--- src/rtl/hex_keypad_entry_if.sv ---
// hex_keypad_entry_if: keypad matrix and entry-value signals shared between the scanner and its consumer.
interface hex_keypad_entry_if;
  logic [3:0] row_in;
  logic clear;
  logic [3:0] col_out;
  logic [15:0] data;
  logic [3:0] key_code;
  logic key_valid;
  modport master (input row_in, clear, output col_out, data, key_code, key_valid);
  modport slave (output row_in, clear, input col_out, data, key_code, key_valid);
endinterface

--- src/rtl/hex_keypad_entry.sv ---
// hex_keypad_entry: scans a 4x4 hex keypad, debounces whole scan frames and shifts accepted digits into a 16-bit value.
module hex_keypad_entry #(
  parameter int SCAN_DIV = 1000,
  parameter int DEBOUNCE = 4
) (
  input logic clk,
  input logic reset,
  hex_keypad_entry_if.master kp
);
  localparam int DW = $clog2(SCAN_DIV);
  typedef enum logic [1:0] {IDLE, PEND, HELD, REL} state_t;
  state_t state_q, state_d;
  logic [3:0] row_s1_q, row_s2_q;
  logic [DW-1:0] dwell_q, dwell_d;
  logic [1:0] col_q, col_d;
  logic [1:0] seen_q, seen_d;
  logic [3:0] seen_key_q, seen_key_d;
  logic [3:0] cand_q, cand_d;
  logic [3:0] cnt_q, cnt_d;
  logic [3:0] key_code_q, key_code_d;
  logic [15:0] data_q, data_d;
  logic key_valid_q, key_valid_d;
  logic [3:0] lo;
  logic [2:0] n;
  logic [1:0] r, tot;
  logic [3:0] key_now;
  logic sample, frame_end, accept;
  // seen/tot encode the frame so far: 0 = nothing, 1 = exactly one key, 2 = more than one
  always_comb begin
    lo = ~row_s2_q;
    n = {2'b0, lo[0]} + {2'b0, lo[1]} + {2'b0, lo[2]} + {2'b0, lo[3]};
    r = lo[3] ? 2'd3 : lo[2] ? 2'd2 : lo[1] ? 2'd1 : 2'd0;
    sample = dwell_q == DW'(SCAN_DIV - 1);
    frame_end = sample && col_q == 2'd0;
    tot = (seen_q == 2'd0) ? ((n > 3'd1) ? 2'd2 : n[1:0]) : ((n != 3'd0) ? 2'd2 : seen_q);
    key_now = (seen_q == 2'd0) ? {r, col_q} : seen_key_q;
    dwell_d = sample ? '0 : dwell_q + 1'b1;
    col_d = sample ? col_q - 2'd1 : col_q;
    seen_d = sample ? (frame_end ? 2'd0 : tot) : seen_q;
    seen_key_d = sample ? key_now : seen_key_q;
    state_d = state_q;
    cand_d = cand_q;
    cnt_d = cnt_q;
    accept = 1'b0;
    if (frame_end)
      case (state_q)
        IDLE: if (tot == 2'd1) begin
          cand_d = key_now;
          cnt_d = 4'd1;
          accept = DEBOUNCE == 1;
          state_d = (DEBOUNCE == 1) ? HELD : PEND;
        end
        PEND: if (tot != 2'd1) state_d = IDLE;
          else if (key_now != cand_q) begin
            cand_d = key_now;
            cnt_d = 4'd1;
          end else begin
            cnt_d = cnt_q + 4'd1;
            accept = cnt_d == 4'(DEBOUNCE);
            state_d = accept ? HELD : PEND;
          end
        HELD: if (tot == 2'd0) begin
          cnt_d = 4'd1;
          state_d = (DEBOUNCE == 1) ? IDLE : REL;
        end
        REL: if (tot != 2'd0) state_d = HELD;
          else begin
            cnt_d = cnt_q + 4'd1;
            state_d = (cnt_d == 4'(DEBOUNCE)) ? IDLE : REL;
          end
      endcase
    key_valid_d = accept;
    key_code_d = accept ? key_now : key_code_q;
    data_d = accept ? {kp.clear ? 12'h000 : data_q[11:0], key_now} : kp.clear ? 16'h0000 : data_q;
  end
  always_ff @(posedge clk) begin
    if (!reset) begin
      state_q <= IDLE;
      row_s1_q <= 4'hf;
      row_s2_q <= 4'hf;
      dwell_q <= '0;
      col_q <= 2'd3;
      seen_q <= 2'd0;
      seen_key_q <= 4'h0;
      cand_q <= 4'h0;
      cnt_q <= 4'h0;
      key_code_q <= 4'h0;
      data_q <= 16'h0000;
      key_valid_q <= 1'b0;
    end else begin
      state_q <= state_d;
      row_s1_q <= kp.row_in;
      row_s2_q <= row_s1_q;
      dwell_q <= dwell_d;
      col_q <= col_d;
      seen_q <= seen_d;
      seen_key_q <= seen_key_d;
      cand_q <= cand_d;
      cnt_q <= cnt_d;
      key_code_q <= key_code_d;
      data_q <= data_d;
      key_valid_q <= key_valid_d;
    end
  end
  assign kp.col_out = ~(4'b0001 << col_q);
  assign kp.data = data_q;
  assign kp.key_code = key_code_q;
  assign kp.key_valid = key_valid_q;
endmodule

--- src/flat_wrapper.sv ---
// flat-port wrapper written by rule: the top's interface ports become plain ports
module hex_keypad_entry_flat 
#(
  parameter int SCAN_DIV = 1000,
  parameter int DEBOUNCE = 4
)
  (clk, reset, kp_row_in, kp_clear, kp_col_out, kp_data, kp_key_code, kp_key_valid);
  hex_keypad_entry_if kp_i ();
  input logic clk;
  input logic reset;
  input wire logic [$bits(kp_i.row_in)-1:0] kp_row_in;
  input wire logic [$bits(kp_i.clear)-1:0] kp_clear;
  output wire logic [$bits(kp_i.col_out)-1:0] kp_col_out;
  output wire logic [$bits(kp_i.data)-1:0] kp_data;
  output wire logic [$bits(kp_i.key_code)-1:0] kp_key_code;
  output wire logic [$bits(kp_i.key_valid)-1:0] kp_key_valid;
  assign kp_i.row_in = kp_row_in;
  assign kp_i.clear = kp_clear;
  assign kp_col_out = kp_i.col_out;
  assign kp_data = kp_i.data;
  assign kp_key_code = kp_i.key_code;
  assign kp_key_valid = kp_i.key_valid;
  hex_keypad_entry #(.SCAN_DIV(SCAN_DIV), .DEBOUNCE(DEBOUNCE)) u_core (.clk(clk), .reset(reset), .kp(kp_i));
endmodule
--- config.mk ---
export PLATFORM = sky130hd
export DESIGN_NAME = hex_keypad_entry_flat
export DESIGN_NICKNAME = d
export VERILOG_FILES = /design/src/rtl/hex_keypad_entry_if.sv /design/src/rtl/hex_keypad_entry.sv /design/src/flat_wrapper.sv
export SDC_FILE = /design/constraint.sdc
export NUM_CORES = 1
export LEC_CHECK = 0
export CAP_MARGIN = 15
export CORE_AREA = 2 2 72 74
export DETAILED_ROUTE_END_ITERATION = 8
export DIE_AREA = 0 0 74 76
export HOLD_SLACK_MARGIN = 0.1
export PLACE_DENSITY = 0.85
export SLEW_MARGIN = 0
export SYNTH_ARGS = -nofsm -noshare
export SYNTH_HDL_FRONTEND = slang
export SYNTH_SLANG_ARGS = --single-unit
--- constraint.sdc ---
create_clock -name clk -period 3.5 [get_ports clk]
set_input_delay 0.7 -clock clk [delete_from_list [all_inputs] [get_ports clk]]
set_output_delay 0.7 -clock clk [all_outputs]
set_load 0.05 [all_outputs]
==> summary.txt <==
Finish
  – Most frequent cells in the layout: 57 x dfxtp_1, 32 x nand2_1, 31 x clkdlybuf4s50_1
  – Nets: approximately 330
  – Commonest non-fill, non-tap cell in the layout: dfxtp_1
  – Fraction of layout cells with a size suffix above 1: 10.2%
  – Area Overhead vs Synth: 21.0%
  – Final design area excluding fillers: around 0.0032 mm2
  – Final core utilization: 64.5%
  – Number of diodes: 0

Floorplan
  – Die ar.: 0.00562 mm2
  – Initial Util: a little over half
  – Die Y: 76 um
  – Die X: 74 um
  – Placement row count: 26
  – CORE AREA: 0.00491 mm2
  – I/O pin cnt: 32

Setup path
  – Crit. End Element: flip-flop
  – CP peak stage delay: between 0.4 and 0.5 ns
  – WP data required: ~3.8 ns
  – Delay-heaviest family, CP: simple AND/OR/NAND/NOR gates
  – CP bufs+invs: 3
  – CP max-delay cell: nor4_2
  – CP max FO: 12
  – Cell Chain, Critical Path: inv_1 > ha_1 > fa_1 > inv_1 > ha_1 > or2_2 > nor4_2 > nand3_2 > buf_4 > mux2i_1
  – Critical Setup Path Class: reg -> reg
  – Register-to-register path setup slack: about 0.34 ns
  – CP Launch Type: flip-flop
  – Crit path arrival time: roughly 3.4 ns

Logic synthesis
  – Post-synthesis adder-cell area fraction: approximately 5.5%
  – Synth Area in XOR/XNOR: under 10%
  – Synth Area in Compound Gates: a little over a tenth
  – Mux share of post-synthesis cell area: 8.99%
  – Synth Net Count: a little under 300
  – Area share of and/or/nand/nor cells after synthesis: 21.7%
  – Ys Warns: 0
  – Async SR Flop Fraction: 0%
  – Largest family of logic cells by synthesized area: simple AND/OR/NAND/NOR gates
  – Ys flop type: dfxtp_1
  – Seq/Total Area, Yosys: 43.6%
  – Cells after Synth: between 200 and 300
  – Yosys reg bits: between 50 and 60
  – Post-Synthesis Cell Area: ~0.0026 mm2
  – Syn Area/Cell: between 9 and 10 um2
  – EDFF count, synth: 0
  – Post-synthesis cell type count: 51

Global routing
  – Grt ovf: 0
  – First-pass GRT wire length: 8720 um
  – Total Routing Usage GR: 20.0%
  – Vias in the first global route: between 2000 and 2500
  – Pin count of the biggest net entering global routing: 30
  – Initial antenna violation count: 0

Pwr
  – Peak supply drop: ~0.00032 V
  – Switching power: between 300 and 400 uW
  – Leak Pwr: between 0.001 and 0.0015 uW
  – Clk pwr share: 43.3%
  – Power per standard cell area: between 400 and 500 mW/mm2
  – Sequential power share: 52.1%
  – Int Power: 956 uW
  – Combinational Power Share: approximately 4.6%
  – Sw Ratio: between 20% and 30%

Clock tree
  – Worst-case clock buffer depth: 2
  – Clk sinks: 57
  – Num CTS Buffers: 9
  – Worst-path clk slew: roughly 0.07 ns
  – CTS tree: built
  – Htree depth: 3
  – Clk Latency, worst-skew pair: 0.34 ns
  – Post-cts sizing count: 0
  – Postcts setup bufs: 0
  – Hold_buf cts: 0
  – Clk root buf: clkbuf_8

Timing
  – Worst Max-Slew Pin Slew: roughly 0.57 ns
  – Final setup vio count: 0
  – Worst relative slew slack: approximately 61%
  – Setup TNS: 0 ns
  – Hold Slack: roughly 0.41 ns
  – Max Slew Vio Count: 0
  – FMAX: ~320 MHz
  – RSZ-0062 raised after global routing: false
  – Final Hold Vio Count: 0
  – Crit share post-route: between 90% and 100%
  – Post-route minimum period: roughly 3.2 ns
  – Worst Clk Skew: 0.00992 ns

Drt
  – Initial DRC count: 138
  – # DRC: 0
  – Vias: ~2000
  – TritonRoute pass-1 iters: 4
  – Vias per cell: between 5 and 6
  – DR WL/cell: roughly 13 um
  – Antenna viol nets, final: 0
  – Routed Wire Length: 5010 um

Hold path
  – Worst hold path type: reg -> reg

Place
  – Post-DP HPWL: 3570 um
  – Placed Area: 0.00299 mm2
  – Port Buf Inserts: 31
  – Placer Congestion: slightly above 0.8

Status
  – Outcome: finished, final reports clean

Run
  – Max Cap Viol: 0
-- worst reg2reg max path, cell delays in order (launching register included) --
cell     delay [ns]
dfxtp_1        0.31
inv_1          0.04
ha_1           0.30
fa_1           0.40
inv_1          0.07
ha_1           0.25
or2_2          0.31
nor4_2         0.44
nand3_2        0.42
buf_4          0.33
mux2i_1        0.21
-- stage by stage --
step	total power, uW	setup slack [ns]	instances
2_1_floorplan	717	0.774	277
3_3_place_gp	731	0.493	369
3_5_place_dp	734	0.378	369
4_1_cts	1280	0.366	385
5_1_grt	1320	0.138	385
6_report	1270	0.344	385
-- cells in the mapped netlist, types with 2 or more instances --
cell	number	share of area, %
buf_4	2	0.57
a22o_1	2	0.67
a21oi_1	6	1.1
and4_1	3	1.0
or3b_1	2	0.67
o211ai_1	2	0.57
a32o_1	3	1.1
nand4b_1	3	1.0
a311oi_1	2	0.67
xor2_1	6	2.0
nor3_1	2	0.38
ha_1	10	4.8
and2_1	2	0.48
nand2b_1	11	2.6
nand3_1	6	1.1
nand2_1	32	4.6
xnor2_1	7	2.3
nand4_1	2	0.48
inv_1	16	2.3
clkbuf_1	9	1.3
o21a_1	2	0.57
o21ai_0	7	1.3
dfxtp_1	57	44
mux2i_1	22	8.4
and3_1	7	1.7
and3b_1	2	0.67
nor2_1	28	4.0
-- per-layer routing --
| metal | vias to the layer above | global-route usage [%] | share of wire, % |
|---|---|---|---|
| li1 | 1022 | - | - |
| met1 | 951 | 22.4 | 43 |
| met2 | 34 | 32.9 | 51 |
| met3 | 13 | 7.14 | 3.6 |
| met4 | 0 | 9.82 | 2.4 |
| met5 | - | 0 | 0 |
-- state kept, by name, summed over array words and instances, names as in the netlist --
register,cells
u_core.col_q,2
u_core.row_s2_q,4
u_core.cand_q,4
u_core.state_q,2
u_core.cnt_q,4
u_core.kp.key_code,4
u_core.row_s1_q,4
u_core.kp.key_valid,1
u_core.dwell_q,10
u_core.seen_key_q,4
u_core.kp.data,16
u_core.seen_q,2
-- logic make-up (layout without fill, tap and decap cells) --
| family | count (synthesis) | in the layout |
|---|---|---|
| mux | 23 | 23 |
| simple gates | 108 | 108 |
| buf+inv | 29 | 67 |
| xor+xnor | 13 | 13 |
| flops | 57 | 57 |
| compound gates | 36 | 36 |
| fa+ha+maj | 11 | 11 |
-- path summary, 6_finish.rpt --
check / from / endpoint / depth (start not counted)
hold reg to reg: u_core.row_s1_q[3] / u_core.row_s2_q[3] / 1
hold / removal: u_core.row_s1_q[3] / u_core.row_s2_q[3] / 1
setup / recovery: u_core.row_s2_q[0] / u_core.kp.data[4] / 10
setup reg to reg: u_core.row_s2_q[0] / u_core.kp.data[4] / 10
-- power groups by stage --
stage / Combinational [uW] / Clock, uW / Sequential (uW)
global route: 66.3 / 588 / 661
finish: 58.6 / 549 / 660
global placement: 56.6 / 0 / 674
CTS: 59.1 / 562 / 660
floorplan: 43.1 / 0 / 674
detailed placement: 59.0 / 0 / 675
-- area by class of cell --
type | count | area (um2)
Multi-Input combinational cell | 191 | 1360
Timing Repair Buffer | 35 | 340
Clock inverter | 6 | 43.8
Inverter | 16 | 60.1
Fill cell | 378 | 1740
Sequential cell | 57 | 1140
Tap cell | 70 | 87.6
Clock buffer | 10 | 138
Power figures use the tool's default switching activity.
